$ cat src/rtl/mem_arb_pkg.sv
// Shared types and defaults for the two-port block memory arbiter.
package mem_arb_pkg;

    typedef enum logic [1:0] {
        IDLE,
        ISSUE,
        RESP
    } arb_state_e;

    // Port indices: instruction cache and data cache
    localparam logic PORT_I = 1'b0;
    localparam logic PORT_D = 1'b1;

    localparam int unsigned DEF_ADDR_W      = 10;
    localparam int unsigned DEF_BLK_W       = 128;
    localparam int unsigned DEF_OFF_W       = 4;
    localparam int unsigned DEF_TIMEOUT_CYC = 64;

endpackage

$ cat src/rtl/rr_pick2.sv
// Combinational two-way round-robin picker; on a tie the port that did not
// win last time is chosen.
module rr_pick2 (
    input  logic [1:0] req,
    input  logic       last,
    output logic       valid,
    output logic       sel
);

    // Pick the single requester, or the non-last one on a tie
    always_comb begin
        valid = |req;
        case (req)
            2'b01:   sel = 1'b0;
            2'b10:   sel = 1'b1;
            2'b11:   sel = ~last;
            default: sel = 1'b0;
        endcase
    end

endmodule

$ cat src/rtl/mem_arbiter_2p.sv
// Two-port arbiter sharing one block-wide memory port between the I-cache
// (port 0) and the D-cache (port 1). One transaction in flight at a time,
// round-robin between ports. Optional watchdog enabled by ARB_TIMEOUT_EN.
module mem_arbiter_2p
    import mem_arb_pkg::*;
#(
    parameter int unsigned ADDR_W      = DEF_ADDR_W,
    parameter int unsigned BLK_W       = DEF_BLK_W,
    parameter int unsigned OFF_W       = DEF_OFF_W,
    parameter int unsigned TIMEOUT_CYC = DEF_TIMEOUT_CYC
) (
    input  logic              clk,
    input  logic              rst_n,
    input  logic              req0,
    input  logic              req1,
    input  logic              rw0,
    input  logic              rw1,
    input  logic [ADDR_W-1:0] addr0,
    input  logic [ADDR_W-1:0] addr1,
    input  logic [BLK_W-1:0]  wdata0,
    input  logic [BLK_W-1:0]  wdata1,
    output logic              ack0,
    output logic              ack1,
    output logic [BLK_W-1:0]  rdata,
    output logic              err,
    output logic              mem_req,
    output logic              mem_rw,
    output logic [ADDR_W-1:0] mem_addr,
    output logic [BLK_W-1:0]  mem_wdata,
    input  logic [BLK_W-1:0]  mem_rdata,
    input  logic              mem_ready
);

    arb_state_e        state_q, state_d;
    logic              sel_q, sel_d;
    logic              rw_q, rw_d;
    logic              last_q, last_d;
    logic [ADDR_W-1:0] addr_q, addr_d;
    logic [BLK_W-1:0]  wdata_q, wdata_d;
    logic [BLK_W-1:0]  rdata_q, rdata_d;
    logic              pick_valid;
    logic              pick_sel;
    logic              timeout;

    rr_pick2 u_pick (
        .req   ({req1, req0}),
        .last  (last_q),
        .valid (pick_valid),
        .sel   (pick_sel)
    );

`ifdef ARB_TIMEOUT_EN
    localparam int unsigned CNT_W = $clog2(TIMEOUT_CYC + 1);

    logic [CNT_W-1:0] cnt_q, cnt_d;
    logic             err_q, err_d;

    // Final ISSUE cycle before the watchdog fires
    assign timeout = (cnt_q == CNT_W'(TIMEOUT_CYC - 1));

    // Watchdog: clear on grant, count ISSUE cycles, flag abort when mem_ready never came
    always_comb begin
        cnt_d = cnt_q;
        err_d = err_q;
        if (state_q == IDLE && pick_valid) begin
            cnt_d = '0;
            err_d = 1'b0;
        end else if (state_q == ISSUE) begin
            cnt_d = cnt_q + CNT_W'(1);
            if (!mem_ready && timeout) begin
                err_d = 1'b1;
            end
        end
    end

    // Watchdog registers
    always_ff @(posedge clk or negedge rst_n) begin
        if (!rst_n) begin
            cnt_q <= '0;
            err_q <= 1'b0;
        end else begin
            cnt_q <= cnt_d;
            err_q <= err_d;
        end
    end

    assign err = err_q & (state_q == RESP);
`else
    logic unused_timeout;

    assign timeout        = 1'b0;
    assign err            = 1'b0;
    assign unused_timeout = (TIMEOUT_CYC != 0);
`endif

    // Offset bits never reach memory
    logic unused_offset;
    assign unused_offset = ^{addr0[OFF_W-1:0], addr1[OFF_W-1:0]};

    // Next-state: grant and latch in IDLE, wait for memory in ISSUE, ack in RESP
    always_comb begin
        state_d = state_q;
        sel_d   = sel_q;
        rw_d    = rw_q;
        last_d  = last_q;
        addr_d  = addr_q;
        wdata_d = wdata_q;
        rdata_d = rdata_q;
        case (state_q)
            IDLE: begin
                if (pick_valid) begin
                    sel_d   = pick_sel;
                    rw_d    = pick_sel ? rw1 : rw0;
                    addr_d  = {(pick_sel ? addr1[ADDR_W-1:OFF_W] : addr0[ADDR_W-1:OFF_W]),
                               {OFF_W{1'b0}}};
                    wdata_d = pick_sel ? wdata1 : wdata0;
                    state_d = ISSUE;
                end
            end
            ISSUE: begin
                // mem_ready beats the watchdog on the same edge
                if (mem_ready) begin
                    rdata_d = rw_q ? '0 : mem_rdata;
                    state_d = RESP;
                end else if (timeout) begin
                    rdata_d = '0;
                    state_d = RESP;
                end
            end
            RESP: begin
                last_d  = sel_q;
                state_d = IDLE;
            end
            default: state_d = IDLE;
        endcase
    end

    // Arbiter state registers; last grant resets to port D so port I wins the first tie
    always_ff @(posedge clk or negedge rst_n) begin
        if (!rst_n) begin
            state_q <= IDLE;
            sel_q   <= PORT_I;
            rw_q    <= 1'b0;
            last_q  <= PORT_D;
            addr_q  <= '0;
            wdata_q <= '0;
            rdata_q <= '0;
        end else begin
            state_q <= state_d;
            sel_q   <= sel_d;
            rw_q    <= rw_d;
            last_q  <= last_d;
            addr_q  <= addr_d;
            wdata_q <= wdata_d;
            rdata_q <= rdata_d;
        end
    end

    assign mem_req   = (state_q == ISSUE);
    assign mem_rw    = rw_q;
    assign mem_addr  = addr_q;
    assign mem_wdata = wdata_q;
    assign rdata     = rdata_q;
    assign ack0      = (state_q == RESP) && (sel_q == PORT_I);
    assign ack1      = (state_q == RESP) && (sel_q == PORT_D);

endmodule

$ cat config.mk
export PLATFORM = sky130hd
export DESIGN_NAME = mem_arbiter_2p
export DESIGN_NICKNAME = d
export VERILOG_FILES = /design/src/rtl/mem_arb_pkg.sv /design/src/rtl/rr_pick2.sv /design/src/rtl/mem_arbiter_2p.sv
export SDC_FILE = /design/constraint.sdc
export NUM_CORES = 1
export LEC_CHECK = 0
export CELL_PAD_IN_SITES_DETAIL_PLACEMENT = 1
export CELL_PAD_IN_SITES_GLOBAL_PLACEMENT = 1
export CORE_AREA = 2 2 264 266
export CTS_CLUSTER_DIAMETER = 200
export DETAILED_ROUTE_END_ITERATION = 10
export DIE_AREA = 0 0 266 268
export PLACE_DENSITY = 0.58
export SLEW_MARGIN = 20
export SYNTH_ARGS = -nofsm -noshare
export SYNTH_HDL_FRONTEND = slang
export SYNTH_SLANG_ARGS = --single-unit
$ cat constraint.sdc
create_clock -name clk -period 2.2 [get_ports clk]
set_clock_uncertainty 0.05 [all_clocks]
set_input_delay 0.33 -clock clk [delete_from_list [all_inputs] [get_ports clk]]
set_output_delay 0.33 -clock clk [all_outputs]
set_load 0.01 [all_outputs]
# Word level (Yosys, flattened, before mapping)
# Index checks and enable logic that the tools add are counted.
# op_classes
eq_ne	6
muxes	8
bitwise_logic	2
reduce_logical	7
# op_table
op	n
$mux W128	2
$eq A2 B2 Y1 const B	3
$mux W6	1
$reduce_and A2 Y1	3
$mux W2	2
$pmux W2 S2	1
$eq A2 B1 Y1 const B	1
$logic_and A1 B1 Y1	2
$logic_not A2 Y1	1
$ne A2 B1 Y1 const B	1
$ne A2 B2 Y1 const B	1
$not A1 Y1	2
$pmux W1 S2	1
$reduce_or A2 Y1	1
$mux W1	1
# word_totals
ff_bits	267
elab_cells	30

# Depth between registers and ports, before layout
# Gate-level depths: netlist of run 1.
# depth
word_depth	3
ltp_mapped	6
ltp_nobuf	3

# Hierarchy
# A second synthesis of run 1 with hierarchy kept.
# hier_totals
hier_cells	870
hier_area_um2	13256.5
# modules_own_cells
module	n_inst	cells_each	area_per_inst_um2	seq_area_each_um2
mem_arbiter_2p	1	868	13242.7	6682.7
rr_pick2	1	2	13.8	0.0

# Worst setup path before layout of run 1
# Ideal clock, no wire load.
# synth_path
path_kind	flip-flop to flip-flop
start	reg last_q
end	reg wdata_q[68] (netlist: mem_wdata[68])
setup_ps	125
arrival_ps	1578
required_time_ps	2025
slack_ps	447
path_stages_with_launch	7
synth_period_minus_slack_ps	1753
path_cell_list	dfstp_2 a21bo_1 buf_6 buf_6 buf_6 mux2_4 mux2_2
# synth_between
elab_chain_len	3
# synth_rtl
item	line_no	text
start: declaration	mem_arbiter_2p.sv:37	logic last_q, last_d;
start signal: assignment	mem_arbiter_2p.sv:152	last_q <= last_d;
$not A1 Y1	rr_pick2.sv:16	2'b11: sel = ~last;
$pmux W1 S2	rr_pick2.sv:13	case (req)
$mux W128	mem_arbiter_2p.sv:116	wdata_d = pick_sel ? wdata1 : wdata0;
end signal: assignment	mem_arbiter_2p.sv:154	wdata_q <= wdata_d;
end: declaration	mem_arbiter_2p.sv:39	logic [BLK_W-1:0] wdata_q, wdata_d;
# Every way passes these cells.
# A chain may end at the register's enable or synchronous reset.

# Worst setup path in the final report of run 1
# layout_path
start	reg state_q[0]
end	out mem_req
# layout_between
elab_chain_len	1
# layout_rtl
item	line_no	text
start: declaration	mem_arbiter_2p.sv:34	arb_state_e state_q, state_d;
start signal: assignment	mem_arbiter_2p.sv:149	state_q <= state_d;
$eq A2 B1 Y1	mem_arbiter_2p.sv:159	assign mem_req = (state_q == ISSUE);
end: declaration	mem_arbiter_2p.sv:26	output logic mem_req,
# Every way passes these cells.

==> results by group, run 1 <==
Run status
  – Status: finished, final reports clean

Placement
  – Port Buffers: around 670
  – Final HPWL DP: between 30000 and 40000 µm
  – Placed instance count: between 2000 and 3000
  – GPL Wtd Cong: 0.796

Detailed routing
  – Total Wirelength: between 50000 and 60000 µm
  – Drt drc: 0
  – Final ANT Viol Nets: 0
  – Routed via count: ~10000
  – Vias/cell: approximately 4
  – Drt pass-1 iters: 4
  – Initial DRC count: ~280
  – WL per Instance: roughly 19 µm

Worst setup path
  – Reg-to-Reg Start: last_q
  – Crit. End Element: output port
  – Slowest cell on the critical path: clkdlybuf4s50_1
  – Slowest stage delay, CP: 590 ps
  – CP max FO: 4
  – WS Path Type: flop to output port
  – WP buf/inv: 1
  – Worst Path Required: between 1500 and 2000 ps
  – CP Launch Type: flop
  – Arr. time, crit path: 1690 ps
  – Crit. Startpoint: state_q[0]
  – Crit-path leading delay family: buffers and inverters
  – CP cell instances: nor2b_1 > clkdlybuf4s50_1

Yosys
  – Seq/Total Area, Yosys: 0.545
  – Mean Syn Cell Area: roughly 12 µm²
  – Ranking of synthesized cells by area: dfrtp_1, mux2_2, nand2b_1
  – Cell taking the most area after synthesis: dfrtp_1
  – Synth top area share: 0.542
  – Library cells used by synthesis: 22
  – Yosys reg bits: about 270
  – YS warnings: 0
  – Mapped cell area: about 12000 µm²
  – Post-Syn Instances: slightly above 1000

Power and ir drop
  – Max VDD drop: between 0.5 and 0.6 mV
  – Clock network power share: 0.217
  – Power per cell area: 1210 nW/µm²
  – Internal power: around 18 mW
  – Switching Fraction: 0.323
  – Register share of total power: 0.315
  – P_leak: around 8.7 nW
  – Power share of the combinational group: 0.468
  – Net load switching power: about 8.4 mW

Final layout
  – Final Net Count: between 2000 and 2500
  – Util after Layout: 0.314
  – Most frequent cells in the layout: clkdlybuf4s50_1, dfrtp_1, mux2_2
  – Fin cells: ~2600
  – Synth-to-Final Area Change: 74.6%
  – Commonest non-fill, non-tap cell in the layout: clkdlybuf4s50_1
  – Share of cells above drive strength 1: 0.217

Timing
  – Setup TNS: 0 ps
  – Unrepaired setup endpoints after global routing: no
  – Max Fclk: 482 MHz
  – Final hold vios: 0
  – Final Max Tran Viols: 0
  – Max_slew headroom: 0.601
  – Min Tclk post-route: 2070 ps
  – Period utilization: 0.942
  – Worst Max-Slew Pin Slew: roughly 600 ps
  – Final Setup Violations: 0

Clock tree
  – Worst-path clk slew: ~50 ps
  – Clock Tree Root: clkbuf_16
  – CTS tree: yes
  – Clock sink total: about 270
  – Num CTS Buffers: 36
  – Clock Path Buffers: 3
  – H-tree levels: 2
  – Worst skew pair latency: around 520 ps

GRT
  – Total global routing overflow: 0
  – First-pass GRT wire length: slightly above 70000 µm
  – Largest net degree at the start of global routing: about 130
  – GR Util All Layers: 0.136
  – Number of global-route vias before repair: 11200
  – Initial antenna violation count: 20

Floorplanning
  – Starting Density: 0.180
  – # rows: 96
  – Core box area: between 60000 and 70000 µm²
  – Die X-Extent: 266 µm
  – Top Ports: 682
  – Die H: 268 µm
  – Die ar.: ~71000 µm²

Hold path
  – Worst hold path class: input port to asynchronous set/reset pin

Run
  – Max-Cap Viols: 0
## worst paths after layout
kind                                        to  slack [ps]  cells past startpoint
worst min-delay path             mem_wdata[77]         320                      2
worst max register to register  mem_wdata[107]         350                      4
min in group clk                     rdata[20]         320                      3
max in group asynchronous        mem_wdata[89]         980                      3
worst max-delay path                   mem_req         130                      2
worst min register to register       rdata[93]         430                      2
## power by group through the flow
stage          Clock (mW)  Sequential [mW]  Combinational, mW
2_1_floorplan           0             9.16               4.39
3_3_place_gp            0             8.19               12.3
3_5_place_dp            0             8.31               12.4
4_1_cts              5.93             8.25               12.5
5_1_grt              6.12             8.52               13.1
6_report             5.65             8.20               12.2
## cell families (layout without fill, tap and decap cells)
family,count (synthesis),in the layout,share of synthesized area
simple gates,263,263,0.107
other cells,1,17,0.000306
buf+inv,80,779,0.0330
flops,267,267,0.545
mux,271,271,0.261
compound gates,131,131,0.0542
## synth_stat cells
cell type	n
dfrtp_1	266
mux2_2	231
nand2b_1	129
nand2_1	128
o21ai_0	120
mux2_4	39
buf_2	33
clkbuf_1	31
o21ai_1	8
buf_6	6
buf_4	5
inv_1	3
nor2_1	3
a21o_1	2
buf_1	2
a21bo_1	1
conb_1	1
dfstp_2	1
mux2i_1	1
nand3b_1	1
nor2b_1	1
nor3_1	1
## cell type report
type                       instances  area, µm²
fill                            7495      46800
timing repair buffer             714       7260
sequential                       267       6680
multi-input combinational        670       5210
clock buffer                      58       1100
tap                              882       1100
antenna                           12       30.0
clock inverter                     4       20.0
inverter                           3       11.3
## per-stage QoR
| stage | hold WS, ps | worst slack (ps) | power (mW) | instance area (µm²) |
|---|---|---|---|---|
| 3_5_place_dp | 262 | 19.9 | 20.7 | 20300 |
| 5_1_grt | 295 | 23.0 | 27.7 | 21400 |
| 3_3_place_gp | 257 | 47.8 | 20.5 | 20300 |
| 6_report | 316 | 127 | 26.0 | 21400 |
| 2_1_floorplan | -15.6 | 447 | 13.5 | 12300 |
| 4_1_cts | 267 | 55.5 | 26.6 | 21400 |
## routing by layer
layer | global-route usage | wire [µm]
met5 | 0 | 53
met4 | 0.0547 | 1520
met3 | 0.0603 | 5160
met2 | 0.244 | 25800
met1 | 0.138 | 18000
## timing repair
action / in CTS / in global routing
buffers inserted: 0 / 0
endpoints found under the setup margin: 2 / 0
hold endpoints to repair: 42 / 0
hold buffers: 1 / 0
resized for setup: 3 / 0
## registers in the layout, indices dropped and copies added (netlist names)
register,flops
rdata,128
last_q,1
state_q,2
mem_addr,6
mem_rw,1
mem_wdata,128
sel_q,1
Note: power is estimated with default switching activity, not from simulation.
==> run 2: changes to the inputs <==
- SLEW_MARGIN: 20 -> not set
==> results of run 2 <==
The final DEF is identical to that of run 1; final timing and power are the same.
